**config.mk**
```make
export PLATFORM = sky130hd
export DESIGN_NAME = vgg_block_sequencer
export DESIGN_NICKNAME = d
export VERILOG_FILES = /design/src/rtl/vgg_block_sequencer.sv
export SDC_FILE = /design/constraint.sdc
export NUM_CORES = 1
export LEC_CHECK = 0
export ABC_AREA = 1
export CAP_MARGIN = 30
export CORE_MARGIN = 2
export CORE_UTILIZATION = 52
export DETAILED_ROUTE_END_ITERATION = 7
export GPL_ROUTABILITY_DRIVEN = 0
export PLACE_DENSITY_LB_ADDON = 0.08
export SLEW_MARGIN = 20
export SYNTH_ARGS = -nofsm -noshare
export SYNTH_HDL_FRONTEND = slang
export SYNTH_SLANG_ARGS = --single-unit
```
**constraint.sdc**
```tcl
create_clock -name clk -period 3.2 [get_ports clk]
set_input_delay 0.64 -clock clk [delete_from_list [all_inputs] [get_ports clk]]
set_output_delay 0.64 -clock clk [all_outputs]
set_load 0.005 [all_outputs]
```
**src/rtl/vgg_block_sequencer.sv**
```systemverilog
// Schedules the cascaded VGG16 conv blocks: start pulse, wait for done, swap ping-pong bank.
// Optional watchdog timeout enabled by defining SEQ_TIMEOUT_EN.
module vgg_block_sequencer #(
    parameter int NUM_BLOCKS     = 5,
    parameter int IDX_W          = 3,
    parameter int TIMEOUT_CYCLES = 2000000,
    parameter int CNT_W          = 32
) (
    input  logic                  clk,
    input  logic                  rst,
    input  logic                  i_start,
    input  logic                  i_abort,
    input  logic [NUM_BLOCKS-1:0] i_blk_done,
    output logic [NUM_BLOCKS-1:0] o_blk_start,
    output logic [IDX_W-1:0]      o_cur_blk,
    output logic                  o_buf_sel,
    output logic                  o_busy,
    output logic                  o_done,
    output logic                  o_error,
    output logic [1:0]            o_err_code
);

    typedef enum logic [2:0] {
        S_IDLE,
        S_LAUNCH,
        S_WAIT,
        S_NEXT,
        S_FINISH,
        S_ERROR
    } state_t;

    localparam logic [1:0] ERR_NONE     = 2'b00;
    localparam logic [1:0] ERR_SPURIOUS = 2'b01;
    localparam logic [1:0] ERR_TIMEOUT  = 2'b10;

    state_t                  state, next_state;
    logic [IDX_W-1:0]        cur_blk, next_cur_blk;
    logic                    buf_sel, next_buf_sel;
    logic [1:0]              err_code, next_err_code;
    logic [NUM_BLOCKS-1:0]   cur_mask;
    logic                    cur_hit;
    logic                    spurious;
    logic                    last_blk;
    logic                    timeout_hit;

    assign cur_mask = NUM_BLOCKS'(1) << cur_blk;
    assign cur_hit  = |(i_blk_done & cur_mask);
    assign spurious = |(i_blk_done & ~cur_mask);
    assign last_blk = (cur_blk == IDX_W'(NUM_BLOCKS - 1));

`ifdef SEQ_TIMEOUT_EN
    logic [CNT_W-1:0] wd_cnt;

    // Watchdog restarts on each launch and only advances while waiting on a block.
    always_ff @(posedge clk) begin
        if (rst) begin
            wd_cnt <= '0;
        end else if (next_state == S_LAUNCH) begin
            wd_cnt <= '0;
        end else if (state == S_WAIT) begin
            wd_cnt <= wd_cnt + CNT_W'(1);
        end
    end

    assign timeout_hit = (state == S_WAIT) && (wd_cnt == CNT_W'(TIMEOUT_CYCLES - 1));
`else
    localparam int unused_wd_params = TIMEOUT_CYCLES + CNT_W;

    assign timeout_hit = 1'b0;
`endif

    // Abort outranks everything; a stray done outranks the expected one; a real done outranks timeout.
    always_comb begin
        next_state    = state;
        next_cur_blk  = cur_blk;
        next_buf_sel  = buf_sel;
        next_err_code = err_code;
        case (state)
            S_IDLE, S_ERROR: begin
                if (i_start) begin
                    next_state    = S_LAUNCH;
                    next_cur_blk  = '0;
                    next_buf_sel  = 1'b0;
                    next_err_code = ERR_NONE;
                end
            end
            S_LAUNCH, S_WAIT: begin
                if (i_abort) begin
                    next_state   = S_IDLE;
                    next_cur_blk = '0;
                    next_buf_sel = 1'b0;
                end else if (spurious) begin
                    next_state    = S_ERROR;
                    next_err_code = ERR_SPURIOUS;
                end else if (cur_hit) begin
                    if (last_blk) begin
                        next_state = S_FINISH;
                    end else begin
                        next_state   = S_NEXT;
                        next_cur_blk = cur_blk + IDX_W'(1);
                        next_buf_sel = ~buf_sel;
                    end
                end else if (timeout_hit) begin
                    next_state    = S_ERROR;
                    next_err_code = ERR_TIMEOUT;
                end else begin
                    next_state = S_WAIT;
                end
            end
            S_NEXT: begin
                if (i_abort) begin
                    next_state   = S_IDLE;
                    next_cur_blk = '0;
                    next_buf_sel = 1'b0;
                end else begin
                    next_state = S_LAUNCH;
                end
            end
            S_FINISH: begin
                next_state = S_IDLE;
            end
            default: begin
                next_state = S_IDLE;
            end
        endcase
    end

    // Outputs are registered from the next-state decode so they line up with the state they describe.
    always_ff @(posedge clk) begin
        if (rst) begin
            state       <= S_IDLE;
            cur_blk     <= '0;
            buf_sel     <= 1'b0;
            err_code    <= ERR_NONE;
            o_blk_start <= '0;
            o_busy      <= 1'b0;
            o_done      <= 1'b0;
            o_error     <= 1'b0;
        end else begin
            state       <= next_state;
            cur_blk     <= next_cur_blk;
            buf_sel     <= next_buf_sel;
            err_code    <= next_err_code;
            o_blk_start <= (next_state == S_LAUNCH) ? (NUM_BLOCKS'(1) << next_cur_blk) : '0;
            o_busy      <= (next_state == S_LAUNCH) || (next_state == S_WAIT) ||
                           (next_state == S_NEXT)   || (next_state == S_FINISH);
            o_done      <= (next_state == S_FINISH);
            o_error     <= (next_state == S_ERROR);
        end
    end

    assign o_cur_blk  = cur_blk;
    assign o_buf_sel  = buf_sel;
    assign o_err_code = err_code;

endmodule
```
# == Yosys cells after proc, flatten, opt, wreduce, memory -nomap -nowiden ==
# Index checks and enable logic that the tools add are counted.
# op_classes
eq_ne,17
shift,2
bitwise_logic,5
add_sub_neg,1
n_mux,25
reduce_logical,13
# ops
op,n
$mux 3,11
$pmux 3 s3,2
$eq 3x2->1 const B,4
$eq 3x3->1 const B,4
$and 5x5->5,2
$reduce_or 5->1,2
$shl 1x3->5 const A,2
$ne 3x3->1 const B,3
$ne 2x2->1 const B,4
$mux 1,7
$eq 3x1->1 const B,2
$mux 2,3
$reduce_and 6->1,1
$reduce_or 2->1,3
$not 5->5,1
$pmux 2 s2,1
$reduce_and 4->1,1
$add 3x1->3 const B,1
$logic_not 3->1,1
$logic_or 1x1->1,3
$pmux 1 s3,1
$reduce_bool 3->1,1
$not 1->1,2
$reduce_bool 2->1,1
# totals
in_bits,9
register_bits,17
elab_cells,71
out_inout_bits,14

# == Longest topological paths before layout ==
# Gate-level depths: netlist of run 1.
# depth
depth_word,11
ltp_mapped,15
mapped_depth_nobuf,15

# == Worst setup path before layout of run 1 ==
# OpenSTA, ideal clock, no wires.
# synth_timing
path_type,register to register
startpoint,"register cur_blk[0], in the netlist o_cur_blk[0]"
endpoint,register o_blk_start[2]
setup_ns,0.114
path_buffers,0
period_less_slack_ns,1.691
setup_slack_ns,1.509
path_stages_with_launch,14
required_ns,3.086
t_arrival_ns,1.577
cell_sequence,dfxtp_1 inv_1 ha_1 nand2_2 nand2_1 nand3_4 nor2_8 nand2_2 nand2_1 nand2_1 nor2_2 nor2_4 nand3_2 nor2_1
# synth_between
elab_chain_len,10
elab_cells_between_ends,24
cone_classes,add/sub (1); eq/ne (2); shift (2); mux (12); bitwise (4); reduce/logical (3)
# synth_rtl
item,line_no,text
start: declaration,37,"logic [IDX_W-1:0] cur_blk, next_cur_blk;"
start signal: assignment,141,cur_blk <= next_cur_blk;
$shl 1x3->5,46,assign cur_mask = NUM_BLOCKS'(1) << cur_blk;
$and 5x5->5 / $not 5->5 (equally long branches),"47, 48",
$reduce_or 5->1 / $and 5x5->5 (equally long branches),"47, 48",
$mux 3 / $reduce_or 5->1 (equally long branches),"95, 48",
$mux 3,92,end else if (spurious) begin
$mux 3,88,if (i_abort) begin
$pmux 3 s3,78,case (state)
$eq 3x1->1,144,o_blk_start <= (next_state == S_LAUNCH) ? (NUM_BLOCKS'(1) << next_cur_blk) : '0;
$not 1->1 (no line),--,
$reduce_or 2->1 (no line),--,
end signal: assignment,144,
end: declaration,14,"output logic [NUM_BLOCKS-1:0] o_blk_start,"
# Parallel ways exist; a longest one is shown, timed or not.
# A chain may end at the register's enable or synchronous reset.

# == Worst setup path in the final report of run 1 ==
# layout_timing
startpoint,"register cur_blk[0], in the netlist o_cur_blk[0]"
endpoint,register o_blk_start[4]
# Same word-level chain as after synthesis.

==> qor.yml, run 1 <==
cts.htree.levels: 1
arrival_ns: 2.13
endpoint_kind: "flip-flop"
clock-sinks: 16
grt-ovfl-total: 0
cellLeakagePower_uw: 0.000591
setup_viol: 0
seq_area_frac_synth_pct: 32.1
path_max_fanout: 7
cp.required_ns: 3.39
vias_per_cell: 4.86
worstPathBufferInverterCount: 2
dp_hpwl_mm: 1.59
path_cells: "inv_1 > ha_1 > nand2_2 > nand2_1 > nand3_4 > nor2_8 > nand2_2 > nand2_1 > nand3_1 > o21ai_1 > inv_1 > nand2_1 > nor2_1"
cp_slowest_cell: "dfxtp_1"
drc: 0
outcome: "completed"
drive_gt1_share_pct: 20.5
hold_viol_final: 0
cts_setup_buffers: 0
synth_nets: 151
clk_pin_slew_worst_paths_ns: 0.09
postCtsHoldBufs: 0
slew_violations: 0
syn_area_per_cell_um2: 7.29
layout_common_cells: "nand2_1 (32), clkdlybuf4s50_1 (21), nor2_1 (20), inv_1 (16), dfxtp_1 (16)"
grt_pass1_wl_mm: 3.21
worst-setup-path-type: "reg -> reg"
drtPass1Iterations: 4
cp_top_family: "simple AND/OR/NAND/NOR gates"
via_count: 904
grt_pass1_vias: 843
hp-class: "reg -> reg"
place_inst: 182
layout.nets: 176
cellPowerDensity_nw_per_um2: 346
clock_latency_ns: 0.29
io_pins: 23
synth.ff_latch_count: 16
fin_tns_setup_ns: 0
cts_resized: 0
min_period_ns: 1.95
period_share_pct: 60.9
numCtsBuffers: 3
yosys_warnings: 0
drt-total-wl_mm: 1.90
coreArea_um2: 1760
synthCells: 137
grt_use_total_pct: 20.1
max_stage_delay_ns: 0.38
ys_types: 26
die_area_um2: 2290
pre_cts_slack_ns: 0.993
max_cap_viol_count: 0
final_cells: 186
antennaDiodeCount: 0
clock.fmax_mhz: 513
final_common_cell: "nand2_1"
grt_setup_unrepaired: "false"
netlist_area_um2: 998
p_total_uw: 439
drtIter0Drc: 17
die_y_um: 47.8
synthToLayoutAreaGrowth_pct: 27.1
antenna_found_initial: 0
ant_nets: 0
wire_per_inst_um: 10.2
start_util_pct: 56.6
cts_tree: "built"
portBuffers: 21
crit_top_cell: "nand2_1"
start_kind: "flip-flop"
grt_max_degree: 10
die_w_um: 47.8
rows: 15
cts_root_buffer: "clkbuf_4"
clock_skew_ns: 0.00336
ir_drop_mv: 0.266
fin_ws_ns: 1.25
clockBufferDepth: 2
routing by layer:
layer / vias to the layer above / wire (um) / track usage [%]
met3: 7 / 66 / 5.66
met2: 16 / 961 / 36.0
met5: - / 0 / 0
met1: 411 / 834 / 22.8
met4: 0 / 38 / 6.49
li1: 470 / - / -
power breakdown:
part | total (uW) | internal (uW) | leakage (uW) | switching, uW
logic | 94.8 | 41.2 | 0.000440 | 53.5
registers | 212 | 208 | 0.000130 | 4.27
clock network | 133 | 69.3 | 0.0000210 | 63.6
total | 439 | 318 | 0.000591 | 121
state kept, by name, summed over array words and instances (netlist names):
signal	flops
o_buf_sel	1
o_cur_blk	3
state	3
o_error	1
o_err_code	1
o_blk_start	5
o_done	1
o_busy	1
worst reg2reg max path, stage by stage, from the launching register on:
cell	delay, ns
dfxtp_1	0.38
inv_1	0.13
ha_1	0.23
nand2_2	0.11
nand2_1	0.12
nand3_4	0.11
nor2_8	0.15
nand2_2	0.07
nand2_1	0.06
nand3_1	0.06
o21ai_1	0.14
inv_1	0.12
nand2_1	0.10
nor2_1	0.05
final cells by class:
class                   instances  area [um2]
well taps                      25        31.3
fillers                       160         495
clock buffers                   4        36.3
multi-input cells             102         603
flip-flops and latches         16         320
inverters                      18        67.6
repair buffers                 21         210
synth_stat cells (all sizes together):
master	count	area [um2]
nor2	27	148
nand4	2	12.5
ha	5	62.6
nand3b	1	7.51
nand2	44	200
buf	1	7.51
o21a	1	7.51
nand3	10	77.6
xnor2	1	8.76
or3	1	11.3
inv	18	67.6
dfxtp	16	320
o21ai	6	37.5
nor3	1	16.3
a21oi	2	10.0
conb	1	3.75
cells by family (layout without fill, tap and decap cells):
logic type / after synthesis / after routing / share of synthesized area, %
and+or+nand+nor: 86 / 86 / 47.4
buffers and inverters: 19 / 43 / 7.52
DFF: 16 / 16 / 32.1
AOI/OAI and AO/OA: 9 / 9 / 5.51
adders and majority gates: 5 / 5 / 6.27
other: 1 / 1 / 0.376
xor gates and xnor gates: 1 / 1 / 0.877
path summary, 6_finish.rpt:
kind	from	end	slack (ns)	depth (start not counted)
hold reg to reg	o_err_code[0]	o_err_code[0]	0.47	2
hold / removal	o_err_code[0]	o_err_code[0]	0.47	2
setup / recovery	o_cur_blk[0]	o_blk_start[4]	1.25	13
setup reg to reg	o_cur_blk[0]	o_blk_start[4]	1.25	13
per-stage QoR:
step                util [%]  hold WS, ns  area, um2
floorplan                  -        0.449        998
detailed placement      69.9        0.460       1230
global route            71.9        0.504       1270
global placement        69.9        0.451       1230
finish                  71.9        0.470       1270
CTS                     71.9        0.475       1270
(Power assumes the default switching activity.)
==> run 2, diff against run 1 <==
CORE_UTILIZATION = 44   (was 52)
clock period = 1.62 ns   (was 3.2 ns; I/O delays follow)
==> run 2 against run 1 <==
The run now ends with negative setup slack left. Sequential share of layout area down 4.9 points. Largest cell class unchanged. Sequential cell count stayed put. Clock power grew 92%. Sequential power rose by 96%. Worst setup slack got worse by 1.4 ns. Via count increased by 11%. Clock-buffer cell count unchanged. Final cell count rose by 15%. Clock skew down 0.0011 ns. Critical path type unchanged. Combinational power grew to 2.6 times the previous value. Critical path depth stayed put. Power rose by 110%.
==> qor.yml, run 2 (same netlist as run 1, synthesis figures left out) <==
outcome: "finished, violations left"
violations: "negative setup slack"
reg2reg_depth: 13
timing.hold.ws_ns: 0.463
hold_path_end: "o_err_code[0]"
grt_max_degree: 10
drive_gt1_share_pct: 50.5
clock_latency_ns: 0.28
place_inst: 205
largest_register_ffs: 5
clock.fmax_mhz: 581
grt_use_met1_pct: 22.0
clock_skew_ns: 0.00225
worst-setup-path-type: "reg -> reg"
final_cells: 214
setup_viol: 8
endpoint_kind: "flip-flop"
timing.rr.start: "o_cur_blk[0]"
regMostFlops: "o_blk_start"
clock-sinks: 16
start_kind: "flip-flop"
via_count: 1000
start_util_pct: 46.0
synthToLayoutAreaGrowth_pct: 62.2
hp-class: "reg -> reg"
grt.busiest_layer: "met2"
cp.required_ns: 1.81
antenna_found_initial: 0
grt_use_total_pct: 18.8
final_core_util_pct: 74.6
grt_pass1_vias: 915
cellPowerDensity_nw_per_um2: 570
antennaDiodeCount: 0
arrival_ns: 1.91
grtUsageMet3_pct: 6.03
min_period_ns: 1.72
clockBufferDepth: 2
numCtsBuffers: 3
clk_pin_slew_worst_paths_ns: 0.09
drtPass1Iterations: 4
p_total_uw: 922
io_pins: 23
vias_per_cell: 4.67
gr-usage-met2_pct: 34.0
fin_ws_ns: -0.101
reg2reg_slack_ns: -0.10
grt_setup_unrepaired: "true"
die_y_um: 51.6
ir_drop_mv: 0.873
drt-total-wl_mm: 2.36
cts.htree.levels: 1
max_cap_viol_count: 0
cts_root_buffer: "clkbuf_4"
portBuffers: 21
cellLeakagePower_uw: 0.000769
period_share_pct: 106
slew_violations: 0
whs_path_depth: 2
grt-ovfl-total: 0
path_max_fanout: 7
cts_tree: "built"
pre_cts_slack_ns: -0.232
die_area_um2: 2670
ant_nets: 0
die_w_um: 51.6
wire_per_inst_um: 11.0
r2r_end: "o_blk_start[2]"
final_common_cell: "buf_4"
rows: 17
drc: 0
layout_common_cells: "buf_4 (24), nand2_1 (21), nand2_2 (21), clkdlybuf4s50_1 (18), nor2_1 (15)"
min_from: "o_err_code[0]"
drtIter0Drc: 11
dp_hpwl_mm: 1.72
hold_viol_final: 0
coreArea_um2: 2170
layout.nets: 201
grt_pass1_wl_mm: 3.76
## run 2: cell types whose count changed in the layout (fill, tap and decap cells not counted), sizes merged
| cell | change |
|---|---|
| dlymetal6s2s | +2 |
| dlygate4sd2 | +1 |
| clkdlybuf4s50 | -3 |
| buf | +25 |
## run 2: how the worst max path moves through the flow
stage | from | endpoint | cells past startpoint
2_1_floorplan | o_cur_blk[1] | o_blk_start[4] | 13
3_3_place_gp | i_blk_done[0] | o_blk_start[2] | 13
3_5_place_dp | i_blk_done[4] | o_blk_start[2] | 13
4_1_cts | o_cur_blk[1] | o_blk_start[2] | 13
5_1_grt | o_cur_blk[0] | o_blk_start[2] | 12
6_report | o_cur_blk[0] | o_blk_start[2] | 13
## run 2: routing by layer
layer,part of all wire [%],up-vias
met3,5.2,3
met5,0,-
li1,-,522
met1,42,454
met4,0.47,0
met2,53,21
## run 2: timing repair
| action | CTS | global route |
|---|---|---|
| gates resized for setup | 30 | 17 |
| pin swaps | 24 | 21 |
| setup buffers | 4 | 1 |
| hold buffers | 0 | 0 |
| cloned | 0 | 0 |
| setup endpoints to repair | 15 | 18 |
## run 2: area by class of cell
class                           count  area, um2
Fill cell                         175        551
Timing Repair Buffer               46        405
Sequential cell                    16        329
Multi-Input combinational cell    102        741
Tap cell                           28       35.0
Clock buffer                        4       36.3
Inverter                           18       72.6
## run 2: per-stage QoR
| stage | cell area, um2 | TNS [ns] |
|---|---|---|
| final | 1620 | -0.495 |
| after global routing | 1620 | -1.68 |
| after CTS | 1570 | -0.511 |
| after detailed placement | 1400 | -1.98 |
| after global placement | 1400 | -1.72 |
| after floorplan | 1010 | 0 |
## run 2: report_power, final
part | switching, uW | internal, uW
Clock | 118 | 137
Sequential | 9.66 | 407
Combinational | 129 | 122
Total | 256 | 666
## run 2: critical path, stage by stage (launching register included)
cell,delay [ns]
dfxtp_4,0.38
inv_4,0.09
ha_4,0.16
nand2_2,0.07
nand2_2,0.08
nand3_4,0.11
nor2_8,0.16
nand2_2,0.08
nand2_1,0.08
nand2_1,0.09
nor2_4,0.13
nor2_4,0.05
nand3_2,0.10
nor2_1,0.04
==> run 3, diff against run 2 <==
SETUP_SLACK_MARGIN = 0.2   (was default)
==> run 3 against run 2 <==
Clock skew hardly changed. Critical path type unchanged. Fmax is 0.37% lower. The run still ends with negative setup slack left. Highest routed layer unchanged. Largest cell class unchanged. Sequential cell count stayed put. Global-route usage is 0.55 points higher. Via count is 0.60% higher. Critical path depth is 1 lower. Wire length is 4.5% higher.
==> qor.yml, run 3 (same netlist as run 1, synthesis figures left out) <==
layout.nets: 201
seq_power_share_pct: 47.2
rows: 17
drtPass1Iterations: 4
grt_use_met1_pct: 22.6
postCtsHoldBufs: 0
p_total_uw: 881
ir_drop_mv: 0.858
io_pins: 23
grtUsageMet3_pct: 4.31
layout_common_cells: "buf_4 (24), nand2_1 (19), nand2_2 (18), nor2_1 (15), dfxtp_1 (10)"
die_area_um2: 2670
grt_use_total_pct: 19.3
worst-setup-path-type: "reg -> reg"
p_switching_uw: 261
portBuffers: 21
multi_input_area_um2: 792
drive_gt1_share_pct: 52.2
grt_pass1_wl_mm: 3.97
cellPowerDensity_nw_per_um2: 528
regArea_um2: 333
wire_per_inst_um: 11.5
pwr-share-comb_pct: 29.6
arrival_ns: 1.95
fill_cells: 166
timing.hold.ws_ns: 0.458
clock_skew_ns: 0.00219
max_cap_viol_count: 0
swShare_pct: 29.6
clock.fmax_mhz: 579
clock_power_share_pct: 23.2
setup_viol: 9
path_max_fanout: 7
clock-sinks: 16
grt.busiest_layer: "met2"
grt-ovfl-total: 0
clock_latency_ns: 0.28
synthToLayoutAreaGrowth_pct: 67.3
gr-usage-met2_pct: 36.5
start_kind: "flip-flop"
via_count: 1006
grt_setup_unrepaired: "true"
drc: 0
clk_pin_slew_worst_paths_ns: 0.09
outcome: "finished, violations left"
cellLeakagePower_uw: 0.000871
hp-class: "reg -> reg"
cts_root_buffer: "clkbuf_4"
drtIter0Drc: 9
hold_viol_final: 0
antennaDiodeCount: 0
coreArea_um2: 2170
start_util_pct: 46.0
reg2reg_slack_ns: -0.11
die_y_um: 51.6
grt_max_degree: 10
antenna_found_initial: 0
largest_register_ffs: 5
grt_pass1_vias: 988
min_period_ns: 1.73
pre_cts_slack_ns: -0.208
drt-total-wl_mm: 2.46
die_w_um: 51.6
regMostFlops: "o_blk_start"
period_share_pct: 107
fin_ws_ns: -0.108
clockBufferDepth: 2
vias_per_cell: 4.70
slew_violations: 0
cts.htree.levels: 1
p_int_uw: 620
numCtsBuffers: 3
dp_hpwl_mm: 1.74
final_common_cell: "buf_4"
cp.required_ns: 1.84
ant_nets: 0
cts_tree: "built"
violations: "negative setup slack"
endpoint_kind: "flip-flop"
==> run 3: path summary, 6_finish.rpt <==
check	depth (start not counted)	startpoint	end
min reg2reg	2	o_err_code[0]	o_err_code[0]
min	2	o_err_code[0]	o_err_code[0]
max reg2reg	12	o_cur_blk[1]	o_blk_start[3]
max	12	o_cur_blk[1]	o_blk_start[3]
==> run 3: layout make-up <==
cell class	count	share of cell area [%]
Timing Repair Buffer	46	24.5
Sequential cell	16	19.9
Clock inverter	1	0.225
Tap cell	28	2.10
Clock buffer	3	1.35
Inverter	18	4.49
Multi-Input combinational cell	102	47.4
==> run 3: critical path, stage by stage (launching register included) <==
cell     delay (ns)
dfxtp_4        0.40
ha_4           0.15
ha_4           0.12
inv_2          0.03
nand2_2        0.07
nand3_4        0.11
nor2_8         0.17
nand3_4        0.12
nor2_4         0.12
nor2_4         0.06
nor2_4         0.12
nand3_2        0.12
nor2_2         0.09
==> run 3: timing repair <==
item	CTS	global route
gates resized for setup	22	32
setup endpoints to repair	23	22
cloned	0	0
buffers inserted	3	5
pin swaps	8	16
hold endpoints to repair	0	0
==> run 3: metal layers <==
layer	routed length [um]	vias to the layer above	part of all wire [%]
li1	-	530	-
met1	1060	453	43
met2	1290	19	52
met3	58	4	2.4
met4	48	0	1.9
met5	0	-	0
==> run 3: stage by stage <==
step | setup TNS, ns | util (%) | area, um2 | cells
after CTS | -0.228 | 70.5 | 1530 | 209
after floorplan | 0 | - | 1070 | 137
after global placement | -1.63 | 66.1 | 1430 | 202
after detailed placement | -1.98 | 66.1 | 1430 | 202
after global routing | -1.53 | 77.0 | 1670 | 214
final | -0.439 | 77.0 | 1670 | 214
==> run 3: power by group through the flow <==
stage / clock network [uW] / logic, uW / registers, uW
finish: 205 / 260 / 416
CTS: 215 / 229 / 416
global placement: 0 / 216 / 424
global route: 236 / 282 / 418
floorplan: 0 / 124 / 426
detailed placement: 0 / 219 / 425
